<file path="src/rtl/ov7670_pkg.sv">
// Shared types and default geometry for the OV7670 frame capture block.
package ov7670_pkg;

   localparam int QQVGA_W       = 160;
   localparam int QQVGA_H       = 120;
   localparam int BYTES_PER_PIX = 2;
   localparam int DEF_MAX_BYTES = QQVGA_W * QQVGA_H * BYTES_PER_PIX;

   typedef enum logic [2:0] {
      IDLE    = 3'd0,
      WAIT_VS = 3'd1,
      WAIT_FS = 3'd2,
      CAPTURE = 3'd3,
      DONE    = 3'd4
   } cap_state_t;

endpackage

</file>
<file path="src/rtl/ov7670_frame_capture_if.sv">
// Sensor-side DVP inputs plus the framebuffer write stream of the capture block.
interface ov7670_frame_capture_if #(
   parameter int ADDR_W = 16
);

   logic              start;
   logic              vsync;
   logic              href;
   logic [7:0]        d;
   logic [ADDR_W-1:0] addr;
   logic [7:0]        dout;
   logic              we;
   logic              done;

   // master drives the sensor/control side, slave is the capture block
   modport master (
      output start, vsync, href, d,
      input  addr, dout, we, done
   );

   modport slave (
      input  start, vsync, href, d,
      output addr, dout, we, done
   );

endinterface

</file>
<file path="src/rtl/ov7670_frame_capture.sv">
// Captures exactly one DVP frame per arm and streams it out as consecutive byte writes.
module ov7670_frame_capture
   import ov7670_pkg::*;
#(
   parameter int MAX_BYTES = DEF_MAX_BYTES,
   parameter int ADDR_W    = 16
) (
   input  logic                   pclk_24,
   input  logic                   reset_n,
   ov7670_frame_capture_if.slave  bus
);

   // cnt carries one extra bit so a full 2**ADDR_W frame fits
   localparam logic [ADDR_W:0] MAX_CNT = MAX_BYTES[ADDR_W:0];

   cap_state_t      state;
   logic [ADDR_W:0] cnt;

   always_ff @(posedge pclk_24 or negedge reset_n) begin
      if (!reset_n) begin
         state    <= IDLE;
         cnt      <= '0;
         bus.addr <= '0;
         bus.dout <= '0;
         bus.we   <= 1'b0;
         bus.done <= 1'b0;
      end else begin
         bus.we   <= 1'b0;
         bus.done <= 1'b0;
         unique case (state)
            IDLE: begin
               if (bus.start) begin
                  cnt   <= '0;
                  state <= WAIT_VS;
               end
            end
            WAIT_VS: begin
               if (bus.vsync) state <= WAIT_FS;
            end
            WAIT_FS: begin
               if (!bus.vsync) state <= CAPTURE;
            end
            CAPTURE: begin
               // vsync has priority: a byte coinciding with the next blanking is dropped
               if (bus.vsync) begin
                  state <= DONE;
               end else if (bus.href && (cnt < MAX_CNT)) begin
                  bus.dout <= bus.d;
                  bus.addr <= cnt[ADDR_W-1:0];
                  bus.we   <= 1'b1;
                  cnt      <= cnt + 1'b1;
               end
            end
            DONE: begin
               bus.done <= 1'b1;
               state    <= IDLE;
            end
            default: state <= IDLE;
         endcase
      end
   end

endmodule

</file>
<file path="src/flat_wrapper.sv">
// flat-port wrapper written by rule: the top's interface ports become plain ports
module ov7670_frame_capture_flat import ov7670_pkg::*;
#(
   parameter int MAX_BYTES = DEF_MAX_BYTES,
   parameter int ADDR_W    = 16
)
  (pclk_24, reset_n, bus_start, bus_vsync, bus_href, bus_d, bus_addr, bus_dout, bus_we, bus_done);
  ov7670_frame_capture_if #(.ADDR_W(ADDR_W)) bus_i ();
  input  logic pclk_24;
  input  logic reset_n;
  input wire logic [$bits(bus_i.start)-1:0] bus_start;
  input wire logic [$bits(bus_i.vsync)-1:0] bus_vsync;
  input wire logic [$bits(bus_i.href)-1:0] bus_href;
  input wire logic [$bits(bus_i.d)-1:0] bus_d;
  output wire logic [$bits(bus_i.addr)-1:0] bus_addr;
  output wire logic [$bits(bus_i.dout)-1:0] bus_dout;
  output wire logic [$bits(bus_i.we)-1:0] bus_we;
  output wire logic [$bits(bus_i.done)-1:0] bus_done;
  assign bus_i.start = bus_start;
  assign bus_i.vsync = bus_vsync;
  assign bus_i.href = bus_href;
  assign bus_i.d = bus_d;
  assign bus_addr = bus_i.addr;
  assign bus_dout = bus_i.dout;
  assign bus_we = bus_i.we;
  assign bus_done = bus_i.done;
  ov7670_frame_capture #(.MAX_BYTES(MAX_BYTES), .ADDR_W(ADDR_W)) u_core (.pclk_24(pclk_24), .reset_n(reset_n), .bus(bus_i));
endmodule
</file>
<file path="config.mk">
export PLATFORM = sky130hd
export DESIGN_NAME = ov7670_frame_capture_flat
export DESIGN_NICKNAME = d
export VERILOG_FILES = /design/src/rtl/ov7670_pkg.sv /design/src/rtl/ov7670_frame_capture_if.sv /design/src/rtl/ov7670_frame_capture.sv /design/src/flat_wrapper.sv
export SDC_FILE = /design/constraint.sdc
export NUM_CORES = 1
export LEC_CHECK = 0
export CAP_MARGIN = 5
export CORE_MARGIN = 2
export CORE_UTILIZATION = 45
export DETAILED_ROUTE_END_ITERATION = 10
export PLACE_DENSITY_LB_ADDON = 0.25
export SYNTH_ARGS = -nofsm -noshare
export SYNTH_HDL_FRONTEND = slang
export SYNTH_SLANG_ARGS = --single-unit
</file>
<file path="constraint.sdc">
create_clock -name pclk_24 -period 1.7 [get_ports pclk_24]
set_input_delay 0.34 -clock pclk_24 [delete_from_list [all_inputs] [get_ports pclk_24]]
set_output_delay 0.34 -clock pclk_24 [all_outputs]
set_load 0.1 [all_outputs]
</file>
**Yosys cells after proc, flatten, opt, wreduce, memory -nomap -nowiden**

Index checks and enable logic that the tools add are counted.

- Register bits: 46
- Output and inout bits: 26

- Add/sub/neg operators: 1
- Magnitude comparators: 1
- Equality and inequality tests: 10
- Muxes and demuxes: 13
- Bitwise gates (word level): 1
- Reduce and logical (&&, ||, !) cells: 6

Operator list:

| cell | count |
|---|---|
| 17-bit two-way mux | 3 |
| 17-bit case mux with 2 select lines | 1 |
| 17-bit by 1-bit adder with 17-bit output (second input constant) | 1 |
| 17-bit by 16-bit less-than comparator with 1-bit output (second input constant) | 1 |
| 3-bit two-way mux | 4 |
| 3-bit case mux with 4 select lines | 1 |
| 2-bit != test (second input constant) | 5 |
| 4-bit AND reduction | 2 |
| 3-bit by 2-bit equality test with 1-bit output (second input constant) | 2 |
| 1-bit two-way mux | 4 |
| 3-bit by 1-bit equality test with 1-bit output (second input constant) | 1 |
| 3-bit equality test (second input constant) | 1 |
| 3-bit logical NOT | 1 |
| 3-bit AND reduction | 1 |
| 2-bit by 1-bit != test with 1-bit output (second input constant) | 1 |
| 2-bit nonzero test | 1 |
| 1-bit logical AND | 1 |
| 1-bit NOT | 1 |

**Longest topological paths before layout**

Gate-level depths: netlist of run 1.

- Word-level depth: 5
- Gate-level depth with buffers: 6
- Mapped depth without buffers: 5

**Least setup slack after synthesis of run 1**

Ideal clock, no wire load.

- Path kind: reg2reg
- From: reg u_core.cnt[11]
- To: reg u_core.bus.addr[0]
- Setup time: 0.125 ns
- Arrival: 1.495 ns
- Data required time: 1.575 ns
- Setup slack: 0.079 ns
- Stages on the path, launching flop included: 6
- Path buffers: 1
- Period minus slack after synthesis: 1.621 ns
- Cells stage by stage: dfrtp_1 > a211oi_2 > a21o_4 > nand2_4 > buf_6 > mux2_4

- Longest elaborated chain between the ends: 3

RTL lines:

| what | line | RTL |
|---|---|---|
| from (decl) | ov7670_frame_capture.sv:17 | `logic [ADDR_W:0] cnt;` |
| from (signal assigned) | ov7670_frame_capture.sv:51 | `cnt <= cnt + 1'b1;` |
| 17-bit by 16-bit less-than comparator with 1-bit output | ov7670_frame_capture.sv:47 | `end else if (bus.href && (cnt < MAX_CNT)) begin` |
| 1-bit logical AND | ov7670_frame_capture.sv:47 |  |
| 3-bit AND reduction (no line) | -- |  |
| to (signal assigned) | ov7670_frame_capture.sv:49 | `bus.addr <= cnt[ADDR_W-1:0];` |
| to (decl) | ov7670_frame_capture_if.sv:23 | `output addr, dout, we, done` |

Every way passes these cells.
A chain may end at the register's enable or synchronous reset.

**Worst setup path in the final report of run 1**

- From: reg u_core.cnt[11]
- To: reg u_core.cnt[13]

- Longest elaborated chain between the ends: 4
- Elaborated cells on any way between the ends: 8
- Classes of those cells: 1 x add/sub; 1 x order compare; 1 x eq/ne; 3 x mux; 2 x reduce/logical

RTL lines:

| what | line |
|---|---|
| 17-bit by 1-bit adder with 17-bit output or 17-bit by 16-bit less-than comparator with 1-bit output (tied branches) | ov7670_frame_capture.sv:51, ov7670_frame_capture.sv:47 |
| 17-bit two-way mux or 1-bit logical AND (tied branches) | ov7670_frame_capture.sv:47 |
| 17-bit two-way mux or 2-bit by 1-bit != test with 1-bit output (tied branches) | -- |
| 17-bit case mux with 2 select lines or 4-bit AND reduction (tied branches) | -- |

Parallel ways exist; a longest one is shown, timed or not. The select of a mux whose other input is x is not followed.

==> results_dict.tcl, run 1 <==
set metrics [dict create \
    status "finished, final reports clean" \
    setup_violations 0 \
    tightest_slew_ps 340 \
    p_sw_w 0.00221 \
    place.gp.congestion 0.883 \
    worstPathMaxFanout 8 \
    critical_path_required_ps 1930 \
    power_frac_seq 0.324 \
    yosys.area_share.simple 0.140 \
    antenna_found_initial 0 \
    ant_nets 0 \
    drt_iter0_markers 149 \
    synth_seq_area_share 0.519 \
    p_int_w 0.00267 \
    synth_top_family_by_area "multiplexers" \
    muxShareOfSynthArea 0.165 \
    ios 39 \
    synth-seq-cells 46 \
    r2r_setup_slack_ps 30 \
    syn_inst 179 \
    end_kind "flop" \
    hold_viol 0 \
    p_leak_nw 1.52 \
    row_count 25 \
    synth_xor_area_frac 0.00395 \
    synth_edf_count 0 \
    slew_headroom 0.771 \
    swShare 0.453 \
    routed_wl_mm 4.95 \
    grt_max_degree 47 \
    postCtsHoldBufs 0 \
    clk_pin_slew_ps 80 \
    most-common-layout-cells "43 x dfrtp_1, 29 x buf_4, 28 x buf_12, 18 x mux2_4" \
    synthFlopType "dfrtp_1" \
    hp-class "in -> async" \
    crit_path_start "u_core.cnt[11]" \
    async_flop_share 1.00 \
    wl_per_cell_um 15.7 \
    worst_r2r_endpoint "u_core.cnt[13]" \
    clk_latency_ps 300 \
    cts_max_level 2 \
    die_h_um 74.2 \
    synthAdderAreaFrac 0.00564 \
    fin_crit_sh 0.983 \
    grt_usage 0.195 \
    nets 262 \
    final_common_cell "dfrtp_1" \
    worstRegToRegCells 6 \
    cts_buffers 5 \
    clock_sinks 46 \
    ys_warn_count 0 \
    initial_core_util 0.467 \
    drv_cap 0 \
    drc 0 \
    fin_crit_ps 1670 \
    syn_area_per_cell_um2 12.4 \
    grt_first_pass_wirelength_mm 8.14 \
    clockBufferDepth 2 \
    clockRootBuffer "clkbuf_8" \
    core_um2 4750 \
    synth_compound_area_frac 0.123 \
    syn_to_final_growth_pct 48.4 \
    startpoint_type "flop" \
    diodes 0 \
    final_util 0.693 \
    power.density_nw_per_um2 1480 \
    peakVddDrop_mv 1.46 \
    rsz0062_at_grt "true" \
    synth.cell_area_um2 2220 \
    synthDistinctLibCells 37 \
    cts_tree "yes" \
    combinationalPowerShare 0.547 \
    dieArea_um2 5510 \
    place_area_um2 3110 \
    num_vias 1683 \
    numPortBuffers 38 \
    die_x_um 74.2 \
    first_pass_iters 4 \
    design_area_um2 3290 \
    drive_gt1_frac 0.452 \
    drv_slew 0 \
    r2r_start "u_core.cnt[11]" \
    synth_fp_nets 193 \
    first_global_vias 1738 \
    post-dp-hpwl_mm 3.36 \
    clockPowerShare 0.129 \
    skew_ps 5.34 \
    criticalPathCategory "reg -> reg" \
    critPathArrivalTime_ps 1900 \
    viasPerCell 5.34 \
    fmax_ghz 0.598 \
    overflow 0 \
]
synth_stat cells, drive strengths merged, types with 2 or more instances:
cell type | number | share of area
a211oi | 2 | 0.011
a21o | 2 | 0.010
a21oi | 4 | 0.011
a31oi | 7 | 0.020
and2 | 4 | 0.011
and3 | 3 | 0.0085
and4 | 3 | 0.012
buf | 7 | 0.034
dfrtp | 46 | 0.52
inv | 5 | 0.0085
mux2 | 22 | 0.14
mux2i | 5 | 0.023
nand2 | 9 | 0.019
nand3 | 10 | 0.023
nand3b | 2 | 0.0068
nand4 | 3 | 0.0085
nor2 | 9 | 0.015
nor4 | 4 | 0.011
o21ai | 7 | 0.016
o31ai | 10 | 0.034
o41a | 2 | 0.010
or2 | 4 | 0.011
routing by layer:
layer / track usage / part of all wire / vias up
li1: - / - / 795
met1: 0.258 / 0.44 / 841
met2: 0.311 / 0.51 / 38
met3: 0.0542 / 0.036 / 9
met4: 0.0655 / 0.017 / 0
met5: 0 / 0 / -
power groups by stage:
stage                     Sequential (W)  Combinational (W)  Clock (W)
final                            0.00158            0.00267   0.000628
after global routing             0.00161            0.00277   0.000699
after CTS                        0.00156            0.00262   0.000653
after detailed placement         0.00158            0.00261          0
after global placement           0.00158            0.00258          0
after floorplan                  0.00258           0.000579          0
through the flow:
step | instances | setup TNS [ps] | total power [W] | setup slack (ps) | hold WS (ps)
floorplan | 179 | 0 | 0.00316 | 79.1 | 44.4
global placement | 306 | -7190 | 0.00415 | -240 | 335
detailed placement | 306 | -8130 | 0.00419 | -260 | 341
CTS | 313 | 0 | 0.00484 | 20.6 | 5.93
global route | 315 | -140 | 0.00508 | -62.6 | 10.4
finish | 315 | 0 | 0.00488 | 28.8 | 1.08
how the worst max path moves through the flow:
stage / to / slack [ps] / cells after the start
3_3_place_gp: u_core.cnt[4] / -240 / 7
3_5_place_dp: u_core.bus.addr[12] / -260 / 7
2_1_floorplan: u_core.bus.addr[0] / 80 / 5
6_report: u_core.cnt[13] / 30 / 6
4_1_cts: u_core.cnt[13] / 20 / 6
5_1_grt: u_core.cnt[13] / -60 / 6
final cells by class:
type                       count  area (um^2)
tap                           67         83.8
multi-input combinational    120         1050
clock buffer                   7         76.3
timing repair buffer          70          910
inverter                       5         18.8
fill                         361         1460
sequential                    46         1150
cell families (layout without fill, tap and decap cells):
logic type | count (synthesis) | in the layout
and+or+nand+nor | 54 | 54
buffers and inverters | 13 | 82
adders and majority gates | 1 | 1
xor gates and xnor gates | 1 | 1
DFF | 46 | 46
muxes | 27 | 27
AOI/OAI and AO/OA | 37 | 37
critical path, cell delays in order (launching register included):
cell	delay [ps]
dfrtp_1	410
a211oi_2	230
buf_4	180
a21oi_4	110
nor4_2	340
buf_4	170
mux2i_1	160
sequential cells by signal, summed over array words and instances (netlist names):
name and flops:
u_core.cnt 17, u_core.bus.we 1, u_core.bus.dout 8, u_core.bus.addr 16, u_core.state 3, u_core.bus.done 1
timing repair:
action                                 in CTS  in global routing
setup buffers                               0                  2
setup endpoints to repair                   4                 32
endpoints found under the hold margin       0                  0
gates resized for setup                     3                 17
gates cloned                                0                  0
(Power assumes the default switching activity.)
==> run 2, diff against run 1 <==
GPL_TIMING_DRIVEN = 0   (was default)
PLACE_DENSITY = 0.74   (was default)
PLACE_DENSITY_LB_ADDON = default   (was 0.25)
==> run 2 against run 1 <==
Sequential cell count stayed put. Critical endpoint is now u_core.cnt[14]. Design area is 6.9% lower. Final cell count is 1.9% lower. Critical path type unchanged. Worst setup slack worse by 5.0 ps. Via count is 0.24% lower. Sequential power is 7% lower. Worst hold slack better by 500 ps. Clock-buffer cell count stayed put.
==> results_dict.tcl, run 2 (synthesis results as in run 1) <==
set metrics [dict create \
    startpoint_type "flop" \
    r2r_setup_slack_ps 20 \
    dp_cells 285 \
    fmax_ghz 0.597 \
    nets 256 \
    clk_pin_slew_ps 80 \
    first_global_vias 1536 \
    worstPathMaxFanout 8 \
    largest_register_ffs 17 \
    layout_setup_ws_ps 23.8 \
    dieArea_um2 5510 \
    tightest_slew_ps 547 \
    clock_sinks 46 \
    grtUsageMet3 0.0461 \
    hold_depth 1 \
    r2r_start "u_core.state[2]" \
    critical_path_required_ps 1920 \
    cts_max_level 2 \
    slew_headroom 0.637 \
    crit_path_start "u_core.state[2]" \
    hp-class "reg -> reg" \
    skew_ps 2.20 \
    post-dp-hpwl_mm 3.09 \
    peakVddDrop_mv 1.29 \
    dp_slack_ps -722 \
    status "finished, final reports clean" \
    drive_gt1_frac 0.455 \
    layout.cells.non_filler 309 \
    critPathArrivalTime_ps 1890 \
    fin_crit_sh 0.986 \
    setup_violations 0 \
    hold_path_end "u_core.bus.addr[12]" \
    cts_tree "yes" \
    most-common-layout-cells "39 x dfrtp_1, 26 x clkdlybuf4s15_2, 19 x buf_4, 18 x mux2_4, 11 x clkdlybuf4s50_1" \
    clockRootBuffer "clkbuf_8" \
    grt_max_degree 29 \
    drv_cap 0 \
    num_vias 1679 \
    fill_cells 363 \
    wl_per_cell_um 15.6 \
    fin_crit_ps 1680 \
    clk_latency_ps 290 \
    power.density_nw_per_um2 1460 \
    drc 0 \
    multi_input_area_um2 1080 \
    ant_nets 0 \
    syn_to_final_growth_pct 38.2 \
    numPortBuffers 38 \
    initial_core_util 0.467 \
    diodes 0 \
    viasPerCell 5.43 \
    worstRegToRegCells 4 \
    drv_slew 0 \
    place_area_um2 2700 \
    overflow 0 \
    top_usage_layer "met2" \
    place.gp.congestion 0.886 \
    p_total_w 0.00447 \
    die_h_um 74.2 \
    core_um2 4750 \
    row_count 25 \
    ios 39 \
    design_area_um2 3070 \
    cts_buffers 5 \
    grt_first_pass_wirelength_mm 7.53 \
    largestRegisters "u_core.cnt x17, u_core.bus.addr x16, u_core.bus.dout x8" \
    final_common_cell "dfrtp_1" \
    first_pass_iters 4 \
    drt_iter0_markers 93 \
    worst_r2r_endpoint "u_core.cnt[14]" \
    largest_register "u_core.cnt" \
    grt_usage 0.180 \
    die_x_um 74.2 \
    criticalPathCategory "reg -> reg" \
    worst_hold_startpoint "u_core.bus.addr[12]" \
    end_kind "flop" \
    p_leak_nw 1.36 \
    antenna_found_initial 0 \
    routed_wl_mm 4.82 \
    use_met2 0.297 \
    use_met1 0.238 \
    clockBufferDepth 2 \
    hold_viol 0 \
    register_area_um2 1160 \
]
run 2: how the worst max path moves through the flow:
stage,end,slack [ps],cells after the start
2_1_floorplan,u_core.bus.addr[0],80,5
3_3_place_gp,u_core.bus.dout[2],-990,1
3_5_place_dp,u_core.cnt[11],-720,5
4_1_cts,u_core.bus.dout[3],0.002,6
5_1_grt,u_core.cnt[14],-50,4
6_report,u_core.cnt[14],20,4
run 2: timing repair:
action | CTS | global route
endpoints found under the hold margin | 1 | 0
hold buffers | 1 | 0
setup buffers | 8 | 10
cloned | 0 | 0
resized for setup | 94 | 13
endpoints found under the setup margin | 62 | 29
pin swaps | 1 | 6
run 2: routing by layer:
layer  vias to the layer above  share of wire
met3                         6          0.046
met4                         0          0.010
met2                        45           0.49
li1                        786              -
met1                       842           0.45
met5                         -              0
run 2: power breakdown:
part | total, W | internal [W] | switching, W
logic | 0.00237 | 0.000728 | 0.00164
clock network | 0.000626 | 0.000284 | 0.000342
registers | 0.00147 | 0.00132 | 0.000152
run 2: area by class of cell:
type	instances	area share
Timing Repair Buffer	58	0.187
Inverter	5	0.00612
Sequential cell	46	0.378
Clock buffer	7	0.0249
Tap cell	67	0.0273
Buffer	6	0.0249
Multi-Input combinational cell	120	0.352
run 2: metrics by stage:
step | hold slack, ps | utilization | setup TNS (ps)
final | 506 | 0.645 | 0
after global routing | 523 | 0.645 | -72.2
after CTS | 511 | 0.620 | 0
after detailed placement | 322 | 0.568 | -16510
after global placement | 491 | 0.564 | -61410
after floorplan | 44.4 | - | 0
run 2: critical path, stage by stage, from the launching register on:
cell,delay (ps)
dfrtp_2,440
and3b_2,340
nand3_4,160
nor4_2,420
mux2i_1,240
==> run 3, diff against run 2 <==
REMOVE_ABC_BUFFERS = 1   (was default)
==> run 3 against run 2 <==
Sequential power is essentially flat. Global-route usage is 0.32 points higher. Combinational power shrank 8%. Clock-buffer cell count unchanged. Design area decreased by 4.8%. Critical path depth unchanged. Non-clock buffer count fell by 18. Critical path type unchanged.
==> results_dict.tcl, run 3 (synthesis results as in run 1) <==
set metrics [dict create \
    grt_usage 0.183 \
    diodes 0 \
    first_global_vias 1549 \
    worstRegToRegCells 4 \
    slowest_delay_ps 460 \
    tightest_slew_ps 552 \
    clk_latency_ps 300 \
    hp-class "in -> async" \
    nets 239 \
    grt_max_degree 26 \
    numPortBuffers 38 \
    die_h_um 74.2 \
    worstPathMaxFanout 15 \
    p_total_w 0.00437 \
    end_kind "flop" \
    r2r_start "u_core.state[2]" \
    worst_r2r_endpoint "u_core.bus.addr[5]" \
    crit_path_start "u_core.state[2]" \
    worst-path-buf-inv 0 \
    dieArea_um2 5510 \
    clockBufferDepth 2 \
    die_x_um 74.2 \
    criticalPathCategory "reg -> reg" \
    dp_cells 277 \
    post-dp-hpwl_mm 2.98 \
    cts_tree "yes" \
    setup_violations 0 \
    cts_max_level 2 \
    initial_core_util 0.467 \
    slew_headroom 0.634 \
    fin_crit_ps 1690 \
    design_area_um2 2920 \
    row_count 25 \
    place.gp.congestion 0.828 \
    overflow 0 \
    antenna_found_initial 0 \
    skew_ps 7.88 \
    routed_wl_mm 4.79 \
    cp_top_family "simple AND/OR/NAND/NOR gates" \
    layout.cells.non_filler 293 \
    drv_cap 0 \
    drive_gt1_frac 0.407 \
    rsz0062_at_grt "true" \
    most-common-layout-cells "43 x dfrtp_1, 26 x clkdlybuf4s15_2, 18 x mux2_4, 11 x clkdlybuf4s50_1, 10 x o31ai_1" \
    cts_buffers 5 \
    critPathArrivalTime_ps 1870 \
    clockRootBuffer "clkbuf_8" \
    first_pass_iters 5 \
    hold_viol 0 \
    wl_per_cell_um 16.4 \
    final_util 0.614 \
    ios 39 \
    place_area_um2 2630 \
    largestRegisters "u_core.cnt x17, u_core.bus.addr x16, u_core.bus.dout x8" \
    clk_pin_slew_ps 80 \
    drv_slew 0 \
    fin_crit_sh 0.993 \
    ant_nets 0 \
    num_vias 1617 \
    clock_sinks 46 \
    core_um2 4750 \
    power.density_nw_per_um2 1500 \
    largest_register_ffs 17 \
    holdWs_ps 13.9 \
    drt_iter0_markers 90 \
    viasPerCell 5.52 \
    drc 0 \
    slowest_stage "dfrtp_2" \
    fmax_ghz 0.593 \
    path_cells "and3b_2 > and3_4 > nand2_8 > mux2_4" \
    postCtsHoldBufs 0 \
    p_leak_nw 1.27 \
    final_common_cell "dfrtp_1" \
    peakVddDrop_mv 0.665 \
    syn_to_final_growth_pct 31.6 \
    r2r_setup_slack_ps 10 \
    grt_first_pass_wirelength_mm 7.58 \
    critical_path_required_ps 1880 \
    startpoint_type "flop" \
    largest_register "u_core.cnt" \
    status "finished, final reports clean" \
]
==> run 3: per-layer routing <==
layer | wire, um | global-route usage | share of wire
met3 | 255 | 0.0447 | 0.053
met5 | 0 | 0 | 0
met1 | 2180 | 0.236 | 0.45
met4 | 92 | 0.0694 | 0.019
met2 | 2270 | 0.300 | 0.47
==> run 3: worst max path at each step <==
stage,cells past startpoint,end,slack [ps]
floorplan,4,u_core.bus.addr[0],-20
global placement,1,u_core.cnt[13],-910
detailed placement,5,u_core.cnt[11],-680
CTS,4,u_core.cnt[11],-10
global route,4,u_core.bus.addr[5],-30
finish,4,u_core.bus.addr[5],10
==> run 3: timing repair <==
action | 4_1_cts | 5_1_grt
pin swaps | 3 | 2
gates cloned | 1 | 0
gates resized for setup | 88 | 12
endpoints found under the setup margin | 64 | 33
setup buffers | 4 | 3
==> run 3: area by class of cell <==
type | instances | area [um^2]
clock inverter | 1 | 5.00
sequential | 46 | 1150
clock buffer | 7 | 86.3
fill | 376 | 1830
inverter | 5 | 18.8
multi-input combinational | 121 | 1080
tap | 67 | 83.8
timing repair buffer | 46 | 488
==> run 3: worst reg2reg max path, cell delays in order, from the launching register on <==
cell,delay [ps]
dfrtp_2,460
and3b_2,330
and3_4,280
nand2_8,150
mux2_4,350
==> run 3: report_power, final <==
part	total, W	switching [W]	internal, W
clock network	0.000677	0.000349	0.000328
registers	0.00150	0.000188	0.00131
logic	0.00219	0.00157	0.000625
==> run 3: per-stage QoR <==
| step | worst slack [ps] | setup TNS (ps) |
|---|---|---|
| 2_1_floorplan | -18.4 | -375 |
| 3_3_place_gp | -912 | -63300 |
| 3_5_place_dp | -684 | -22970 |
| 4_1_cts | -10.8 | -15.9 |
| 5_1_grt | -30.9 | -431 |
| 6_report | 12.4 | 0 |
